**config.mk**
```make
export PLATFORM = sky130hd
export DESIGN_NAME = valet_arrival_queue_flat
export DESIGN_NICKNAME = d
export VERILOG_FILES = /design/src/rtl/valet_arrival_queue_if.sv /design/src/rtl/valet_arrival_queue.sv /design/src/flat_wrapper.sv
export SDC_FILE = /design/constraint.sdc
export NUM_CORES = 1
export LEC_CHECK = 0
export ABC_CLOCK_PERIOD_IN_PS = 5400
export CORE_AREA = 5 5 132 134
export DETAILED_ROUTE_END_ITERATION = 10
export DIE_AREA = 0 0 137 139
export PLACE_DENSITY = 0.8
export SLEW_MARGIN = 20
export SYNTH_ARGS = -nofsm -noshare
export SYNTH_HDL_FRONTEND = slang
export SYNTH_SLANG_ARGS = --single-unit
```
**constraint.sdc**
```tcl
create_clock -name clk -period 5.4 [get_ports clk]
set_input_delay 0.54 -clock clk [delete_from_list [all_inputs] [get_ports clk]]
set_output_delay 0.54 -clock clk [all_outputs]
set_load 0.05 [all_outputs]
```
**src/rtl/valet_arrival_queue_if.sv**
```systemverilog
// Gate / valet-FSM handshake bundle for valet_arrival_queue.
// Optional statistics signals exist only when ARRIVAL_STATS_EN is defined.
interface valet_arrival_queue_if #(
  parameter int DEPTH    = 8,
  parameter int PLATE_W  = 16,
  parameter int TICKET_W = 8
);
  localparam int INFO_W = TICKET_W + 1 + PLATE_W;
  localparam int CNT_W  = $clog2(DEPTH + 1);

  logic                gate_valid;
  logic [PLATE_W-1:0]  gate_plate;
  logic                gate_vip;
  logic                gate_ready;
  logic                issued_valid;
  logic [TICKET_W-1:0] issued_ticket;
  logic                arrival_valid;
  logic [INFO_W-1:0]   arrival_info;
  logic                arrival_ready;
  logic                flush;
  logic [CNT_W-1:0]    queue_count;
`ifdef ARRIVAL_STATS_EN
  logic [15:0]         reject_count;
  logic [CNT_W-1:0]    peak_count;
`endif

  // Queue side
  modport slave (
    input  gate_valid, gate_plate, gate_vip, arrival_ready, flush,
    output gate_ready, issued_valid, issued_ticket, arrival_valid, arrival_info,
`ifdef ARRIVAL_STATS_EN
    output reject_count, peak_count,
`endif
    output queue_count
  );

  // Gate / valet-FSM side
  modport master (
    output gate_valid, gate_plate, gate_vip, arrival_ready, flush,
    input  gate_ready, issued_valid, issued_ticket, arrival_valid, arrival_info,
`ifdef ARRIVAL_STATS_EN
    input  reject_count, peak_count,
`endif
    input  queue_count
  );
endinterface

```
**src/rtl/valet_arrival_queue.sv**
```systemverilog
// FIFO ingress buffer that tickets arriving cars and hands them to the valet FSM.
// Define ARRIVAL_STATS_EN to add reject_count / peak_count statistics.
module valet_arrival_queue #(
  parameter int DEPTH    = 8,
  parameter int PLATE_W  = 16,
  parameter int TICKET_W = 8
) (
  input  logic                  clk,
  input  logic                  rst_n,
  valet_arrival_queue_if.slave  bus
);
  localparam int INFO_W = TICKET_W + 1 + PLATE_W;
  localparam int PTR_W  = (DEPTH > 1) ? $clog2(DEPTH) : 1;
  localparam int CNT_W  = $clog2(DEPTH + 1);
  localparam logic [PTR_W-1:0]    PTR_LAST   = PTR_W'(DEPTH - 1);
  localparam logic [CNT_W-1:0]    CNT_FULL   = CNT_W'(DEPTH);
  localparam logic [TICKET_W-1:0] TICKET_MAX = '1;

  logic [INFO_W-1:0]   mem [DEPTH];

  logic [PTR_W-1:0]    rd_ptr_reg, rd_ptr_next;
  logic [PTR_W-1:0]    wr_ptr_reg, wr_ptr_next;
  logic [CNT_W-1:0]    count_reg, count_next;
  logic [TICKET_W-1:0] next_ticket_reg, next_ticket_next;
  logic                issued_valid_reg, issued_valid_next;
  logic [TICKET_W-1:0] issued_ticket_reg, issued_ticket_next;

  logic gate_ready;
  logic arrival_valid;
  logic accept;
  logic pop;

  // Readiness comes from registered occupancy only; flush blocks the gate outright.
  assign gate_ready    = (count_reg != CNT_FULL) && !bus.flush;
  assign arrival_valid = (count_reg != '0);
  assign accept        = bus.gate_valid && gate_ready;
  assign pop           = arrival_valid && bus.arrival_ready && !bus.flush;

  always_comb begin
    rd_ptr_next        = rd_ptr_reg;
    wr_ptr_next        = wr_ptr_reg;
    count_next         = count_reg;
    next_ticket_next   = next_ticket_reg;
    issued_valid_next  = accept;
    issued_ticket_next = issued_ticket_reg;

    if (bus.flush) begin
      rd_ptr_next = '0;
      wr_ptr_next = '0;
      count_next  = '0;
    end else begin
      if (accept) begin
        wr_ptr_next        = (wr_ptr_reg == PTR_LAST) ? '0 : wr_ptr_reg + PTR_W'(1);
        // Ticket 0 means "no ticket", so the counter wraps to 1.
        next_ticket_next   = (next_ticket_reg == TICKET_MAX) ? TICKET_W'(1)
                                                             : next_ticket_reg + TICKET_W'(1);
        issued_ticket_next = next_ticket_reg;
      end
      if (pop) begin
        rd_ptr_next = (rd_ptr_reg == PTR_LAST) ? '0 : rd_ptr_reg + PTR_W'(1);
      end
      case ({accept, pop})
        2'b10:   count_next = count_reg + CNT_W'(1);
        2'b01:   count_next = count_reg - CNT_W'(1);
        default: count_next = count_reg;
      endcase
    end
  end

  always_ff @(posedge clk) begin
    if (!rst_n) begin
      rd_ptr_reg        <= '0;
      wr_ptr_reg        <= '0;
      count_reg         <= '0;
      next_ticket_reg   <= TICKET_W'(1);
      issued_valid_reg  <= 1'b0;
      issued_ticket_reg <= '0;
    end else begin
      rd_ptr_reg        <= rd_ptr_next;
      wr_ptr_reg        <= wr_ptr_next;
      count_reg         <= count_next;
      next_ticket_reg   <= next_ticket_next;
      issued_valid_reg  <= issued_valid_next;
      issued_ticket_reg <= issued_ticket_next;
    end
  end

  // Storage carries no reset; entries beyond count are never presented.
  always_ff @(posedge clk) begin
    if (accept) begin
      mem[wr_ptr_reg] <= {next_ticket_reg, bus.gate_vip, bus.gate_plate};
    end
  end

  assign bus.gate_ready    = gate_ready;
  assign bus.arrival_valid = arrival_valid;
  assign bus.arrival_info  = arrival_valid ? mem[rd_ptr_reg] : '0;
  assign bus.issued_valid  = issued_valid_reg;
  assign bus.issued_ticket = issued_ticket_reg;
  assign bus.queue_count   = count_reg;

`ifdef ARRIVAL_STATS_EN
  logic [15:0]      reject_count_reg;
  logic [CNT_W-1:0] peak_count_reg;

  // Peak follows the upcoming occupancy so it never trails queue_count.
  always_ff @(posedge clk) begin
    if (!rst_n) begin
      reject_count_reg <= '0;
      peak_count_reg   <= '0;
    end else begin
      if (bus.gate_valid && !gate_ready && (reject_count_reg != 16'hFFFF)) begin
        reject_count_reg <= reject_count_reg + 16'd1;
      end
      if (count_next > peak_count_reg) begin
        peak_count_reg <= count_next;
      end
    end
  end

  assign bus.reject_count = reject_count_reg;
  assign bus.peak_count   = peak_count_reg;
`endif
endmodule
```
**src/flat_wrapper.sv**
```systemverilog
// flat-port wrapper written by rule: the top's interface ports become plain ports
module valet_arrival_queue_flat 
#(
  parameter int DEPTH    = 8,
  parameter int PLATE_W  = 16,
  parameter int TICKET_W = 8
)
  (clk, rst_n, bus_gate_valid, bus_gate_plate, bus_gate_vip, bus_arrival_ready, bus_flush, bus_gate_ready, bus_issued_valid, bus_issued_ticket, bus_arrival_valid, bus_arrival_info, bus_queue_count);
  valet_arrival_queue_if #(.DEPTH(DEPTH), .PLATE_W(PLATE_W), .TICKET_W(TICKET_W)) bus_i ();
  input  logic clk;
  input  logic rst_n;
  input wire logic [$bits(bus_i.gate_valid)-1:0] bus_gate_valid;
  input wire logic [$bits(bus_i.gate_plate)-1:0] bus_gate_plate;
  input wire logic [$bits(bus_i.gate_vip)-1:0] bus_gate_vip;
  input wire logic [$bits(bus_i.arrival_ready)-1:0] bus_arrival_ready;
  input wire logic [$bits(bus_i.flush)-1:0] bus_flush;
  output wire logic [$bits(bus_i.gate_ready)-1:0] bus_gate_ready;
  output wire logic [$bits(bus_i.issued_valid)-1:0] bus_issued_valid;
  output wire logic [$bits(bus_i.issued_ticket)-1:0] bus_issued_ticket;
  output wire logic [$bits(bus_i.arrival_valid)-1:0] bus_arrival_valid;
  output wire logic [$bits(bus_i.arrival_info)-1:0] bus_arrival_info;
  output wire logic [$bits(bus_i.queue_count)-1:0] bus_queue_count;
  assign bus_i.gate_valid = bus_gate_valid;
  assign bus_i.gate_plate = bus_gate_plate;
  assign bus_i.gate_vip = bus_gate_vip;
  assign bus_i.arrival_ready = bus_arrival_ready;
  assign bus_i.flush = bus_flush;
  assign bus_gate_ready = bus_i.gate_ready;
  assign bus_issued_valid = bus_i.issued_valid;
  assign bus_issued_ticket = bus_i.issued_ticket;
  assign bus_arrival_valid = bus_i.arrival_valid;
  assign bus_arrival_info = bus_i.arrival_info;
  assign bus_queue_count = bus_i.queue_count;
  valet_arrival_queue #(.DEPTH(DEPTH), .PLATE_W(PLATE_W), .TICKET_W(TICKET_W)) u_core (.clk(clk), .rst_n(rst_n), .bus(bus_i));
endmodule
```
==> impl_metrics.yaml, run 1 <==
synthesis:
  synth_top_area_share_pct: 66.62
  synthAdderAreaFrac_pct: 1.110
  synth_cells: 475
  synth-xor-area-share_pct: 0.5829
  syn_nets: 505
  synth_edf_count: 200
  synthTopCellsByCount: "edfxtp_1 (200), mux4_2 (50), nor2_1 (33), dfxtp_1 (30), mux2i_1 (27)"
  synth_most_common_cell: "edfxtp_1"
  synth_mux_area_share_pct: 15.49
  yosys.area_share.simple_pct: 5.524
  avgSynthCellArea_um2: 18.98
  ys.flop_type: "edfxtp_1"
  ys_seq_area_share_pct: 73.28
  synthArstFlopShare_pct: 0
  synthTopCellsByArea: "edfxtp_1 (67%), mux4_2 (12%), dfxtp_1 (6.7%)"
  synthDistinctLibCells: 46
  synth_top_family_by_area: "multiplexers"
  yosysTopAreaCell: "edfxtp_1"
  syn_area_um2: 9015
  synth-compound-area-share_pct: 2.332
  ys.warnings.count: 0
  ys_seq_elements: 230
worst_setup_path:
  worstPathMaxFanout: 32
  timing.rr.start: "u_core.bus.queue_count[0]"
  reg2reg_slack_ns: 2.16
  arrival_ns: 3.28
  worstSetupPathType: "reg -> out"
  cp.required_ns: 4.86
  slowest_stage: "dfxtp_2"
  cp_num_buf_inv: 2
  end_kind: "output port"
  cpPeakStageDelay_ns: 0.93
  critPathTopFamily: "buffers and inverters"
  r2r_cells: 8
  r2r-end: "u_core.bus.queue_count[3]"
  crit_chain: "buf_4 -> mux4_2 -> mux2i_1 -> nor2_1 -> clkdlybuf4s50_1"
  critPathLaunchType: "register"
min_path:
  hold_path.startpoint: "u_core.bus.issued_ticket[0]"
  worstHoldEndpoint: "u_core.bus.issued_ticket[0]"
  hold_depth: 2
  min-delay-path-class: "reg -> reg"
sta:
  hold_viol: 0
  rsz0062_at_grt: "false"
  finalSetupViolations: 0
  max_freq_mhz: 261.9
  fin_crit_sh_pct: 70.71
  fin_ws_ns: 1.582
  finClkSkew_ns: 0.01412
  finalSetupTns_ns: 0
  finalCriticalPeriod_ns: 3.818
  worstMarginPinSlew_ns: 0.9744
  relSlewSlack_pct: 34.69
  slew_violations: 0
global_route:
  overflow: 0
  grt_pass1_vias: 4902
  antenna_found_initial: 0
  grt_pass1_wl_um: 27450
  grt_usage_pct: 18.61
  grt_max_degree: 51
final_layout:
  layout.nets: 579
  utilization_pct: 65.88
  final_layout_size_suffix_gt1_share_pct: 21.06
  multi_input_area_um2: 2307
  syn2layout_area_growth_pct: 18.18
  regArea_um2: 6613
  largest_register_ffs: 200
  n_fill_cell: 1069
  diodes: 0
pwr:
  power_density_nw_per_um2: 339.8
  p_leak_nw: 3.337
  vdd_drop_max_v: 0.0002451
  power.total_mw: 3.621
floorplan:
  row_count: 47
  start_util_pct: 55.74
  fp.coreArea_um2: 16170
  die_y_um: 139
  dieArea_um2: 19040
  io_pins: 62
  die_x_um: 137
route:
  drc: 0
  postRouteWirelength_um: 17240
  vias: 4527
  drt-initial-drc-count: 309
  via_per_inst: 5.767
  drt-pass1-iter-count: 4
  wl_per_cell_um: 21.96
  antenna_left: 0
placement:
  place_worst_setup_slack_ns: 1.881
  gp_congestion: 0.7798
  portBuffers: 61
  dp_hpwl_um: 9845
clocking:
  post_cts_buffers: 0
  postCtsHoldBufs: 0
  clockBufferDepth: 3
  cts_sinks: 230
  numCtsBuffers: 23
  cts-resized-gates: 0
  clk_latency_ns: 0.50
  path_clk_slew_ns: 0.06
  cts_root_buf: "clkbuf_16"
  cts_tree: "done"
  htree_levels: 1
job:
  max-cap-violations: 0
status:
  status: "completed"
==> cell families after synthesis <==
| logic type | Yosys count |
|---|---|
| and+or+nand+nor | 98 |
| xor gates and xnor gates | 6 |
| buffers and inverters | 27 |
| DFF | 230 |
| adders and majority gates | 8 |
| AOI/OAI and AO/OA | 29 |
| muxes | 77 |
==> per-layer routing <==
layer  GRT usage [%]  up-vias  part of all wire, %
met2           30.65      141                   51
met5               0        -                    0
li1                -     2035                    -
met1           26.79     2331                   42
met3           2.612       20                  6.1
met4           4.149        0                  1.1
==> area by class of cell <==
type	count	share of cell area, %
Multi-Input combinational cell	218	21.66
Sequential cell	230	62.07
Inverter	3	0.1174
Clock inverter	13	1.233
Clock buffer	28	5.578
Tap cell	220	2.584
Timing Repair Buffer	73	6.765
==> tightest hold or removal path: cells and delay by family (launching register included) <==
family,cells,cell delay (ns)
and+or+nand+nor,1,0.06
DFF,1,0.32
AOI/OAI and AO/OA,1,0.05
==> worst max path at each step <==
stage	from	end	cells after the start
after floorplan	u_core.bus.queue_count[0]	u_core.mem[4][0]	7
after global placement	bus_flush	u_core.bus.queue_count[2]	11
after detailed placement	bus_flush	u_core.bus.queue_count[2]	11
after CTS	register	bus_arrival_info[20]	5
after global routing	register	bus_arrival_info[20]	5
final	register	bus_arrival_info[20]	5
==> power breakdown <==
group / total [mW] / switching, mW / internal [mW]
Combinational: 0.138 / 0.0829 / 0.0549
Sequential: 1.95 / 0.0112 / 1.94
Clock: 1.53 / 0.613 / 0.920
Total: 3.62 / 0.707 / 2.91
==> metrics by stage <==
stage / instances / hold WS, ns / cell area, um2
floorplan: 475 / 0.4634 / 9015
global placement: 743 / 0.4511 / 9901
detailed placement: 743 / 0.4599 / 9901
CTS: 784 / 0.4725 / 10630
global route: 785 / 0.4901 / 10650
finish: 785 / 0.4677 / 10650
==> placed cells by master (no fill, tap or decap), drive strengths merged <==
master / n
edfxtp: 200
clkdlybuf4s50: 61
mux4: 50
nor2: 33
dfxtp: 30
nand2: 29
clkbuf: 28
mux2i: 27
buf: 12
a21boi: 10
clkinv: 10
ha: 8
o21ai: 7
a21oi: 7
nor2b: 5
or3: 5
xor2: 4
nand4: 4
and2: 4
bufinv: 3
nor3b: 2
nor4b: 2
nor3: 2
xnor2: 2
nand2b: 2
nand3b: 2
and3: 2
nor4: 2
inv: 2
o221a: 2
or4b: 1
and4: 1
nand3: 1
a21o: 1
or3b: 1
a2111oi: 1
o31ai: 1
clkinvlp: 1
Note: power is estimated with default switching activity, not from simulation.
==> run 2, diff against run 1 <==
ABC_CLOCK_PERIOD_IN_PS = 3300   (was 5400)
CORE_AREA = 5 5 137 139   (was 5 5 132 134)
DIE_AREA = 0 0 142 144   (was 0 0 137 139)
PLACE_DENSITY = 0.78   (was 0.8)
clock period = 3.3 ns   (was 5.4 ns; I/O delays follow)
==> impl_metrics.yaml, run 2 (synthesis gave the netlist of run 1 again) <==
global_route:
  grt_usage_pct: 17.73
  overflow: 0
  grt_pass1_wl_um: 27720
  antenna_found_initial: 0
  grt_pass1_vias: 4901
  grt_max_degree: 51
sta:
  max_freq_mhz: 316.7
  hold_viol: 0
  finClkSkew_ns: 0.007548
  finalSetupViolations: 0
  rsz0062_at_grt: "false"
  slew_violations: 0
  worstMarginPinSlew_ns: 0.6350
  fin_crit_sh_pct: 95.69
  fin_ws_ns: 0.1424
  finalCriticalPeriod_ns: 3.158
  relSlewSlack_pct: 56.57
worst_setup_path:
  arrival_ns: 2.83
  critPathLaunchType: "register"
  r2r_cells: 8
  worstPathMaxFanout: 16
  cp.required_ns: 2.97
  cpPeakStageDelay_ns: 0.73
  end_kind: "output port"
  slowest_stage: "clkdlybuf4s50_1"
  crit_chain: "buf_4 -> mux4_2 -> mux2i_1 -> nor2_1 -> clkdlybuf4s50_1"
  r2r-end: "u_core.bus.queue_count[3]"
  worstSetupPathType: "reg -> out"
  timing.rr.start: "u_core.bus.queue_count[0]"
  critPathTopFamily: "buffers and inverters"
  cp_num_buf_inv: 2
  reg2reg_slack_ns: 0.29
min_path:
  worstHoldEndpoint: "u_core.bus.issued_ticket[1]"
  hold_path.startpoint: "u_core.bus.issued_ticket[1]"
  min-delay-path-class: "reg -> reg"
  hold_depth: 2
clocking:
  cts_tree: "done"
  htree_levels: 1
  clk_latency_ns: 0.51
  cts_root_buf: "clkbuf_16"
  numCtsBuffers: 24
  path_clk_slew_ns: 0.06
  cts_sinks: 230
  clockBufferDepth: 3
floorplan:
  start_util_pct: 51.41
  dieArea_um2: 20450
  die_x_um: 142
  io_pins: 62
  die_y_um: 144
  fp.coreArea_um2: 17530
  row_count: 49
final_layout:
  final_common_cell: "edfxtp_1"
  utilization_pct: 61.42
  layout.nets: 585
  final_layout_size_suffix_gt1_share_pct: 22.73
  final_cell_area_um2: 10770
  diodes: 0
  syn2layout_area_growth_pct: 19.47
  layout_common_cells: "edfxtp_1 (200), clkdlybuf4s50_1 (57), mux4_2 (50), nor2_1 (32)"
  largest_register_ffs: 200
pwr:
  power_density_nw_per_um2: 542.1
  p_leak_nw: 3.418
  vdd_drop_max_v: 0.0003963
placement:
  dpl-instance-area_um2: 10050
  portBuffers: 61
  dp_hpwl_um: 10120
  gp_congestion: 0.7534
  place_worst_setup_slack_ns: 0.2889
route:
  wl_per_cell_um: 22.09
  drt-pass1-iter-count: 4
  via_per_inst: 5.745
  antenna_left: 0
  vias: 4602
  postRouteWirelength_um: 17690
  drc: 0
  drt-initial-drc-count: 294
job:
  max-cap-violations: 0
status:
  status: "completed"
run 2: worst max-delay path by stage:
| stage | start | endpoint | slack (ns) | depth (start not counted) |
|---|---|---|---|---|
| after global routing | register | bus_arrival_info[11] | 0.007 | 5 |
| after detailed placement | bus_flush | u_core.bus.queue_count[3] | 0.29 | 9 |
| after global placement | bus_flush | u_core.bus.queue_count[2] | 0.47 | 11 |
| after CTS | register | bus_arrival_info[21] | 0.02 | 5 |
| after floorplan | u_core.bus.queue_count[0] | u_core.mem[4][0] | -0.18 | 7 |
| final | register | bus_arrival_info[19] | 0.14 | 5 |
run 2: layer usage:
layer	track usage [%]	up-vias	wire length, um
li1	-	2056	-
met1	23.63	2397	7169
met2	30.56	124	9190
met3	2.943	25	961
met4	5.000	0	370
met5	0	-	0
run 2: worst min-delay path, delay by kind of cell (launching register included):
family           cells  cell delay (ns)
flip-flops           1             0.32
AO/OA/AOI/OAI        1             0.04
AND/OR/NAND/NOR      1             0.06
run 2: metrics by stage:
step           std cells  TNS, ns  total power [mW]  hold WS (ns)
2_1_floorplan        475   -9.858             3.382        0.4289
3_3_place_gp         758        0             3.471        0.4547
4_1_cts              801        0             5.899        0.4723
6_report             801        0             5.839        0.4678
5_1_grt              801        0             6.033        0.4948
3_5_place_dp         758        0             3.481        0.4571
run 2: final cells by class:
| cell class | instances | area (um2) |
|---|---|---|
| clock inverters | 13 | 85.08 |
| repair buffers | 78 | 782.0 |
| clock buffers | 30 | 633.1 |
| multi-input cells | 218 | 2359 |
| well taps | 229 | 286.5 |
| flip-flops and latches | 230 | 6613 |
| fillers | 1251 | 6764 |
| inverters | 3 | 12.51 |
run 2: what timing repair did:
item,4_1_cts,5_1_grt
setup buffers,0,0
hold buffers,0,0
setup endpoints to repair,1,3
gates resized for setup,1,3
run 2: report_power, final:
group	total (mW)	switching, mW	internal [mW]
Clock	2.42	1.05	1.37
Combinational	0.228	0.137	0.0915
Sequential	3.19	0.0176	3.17
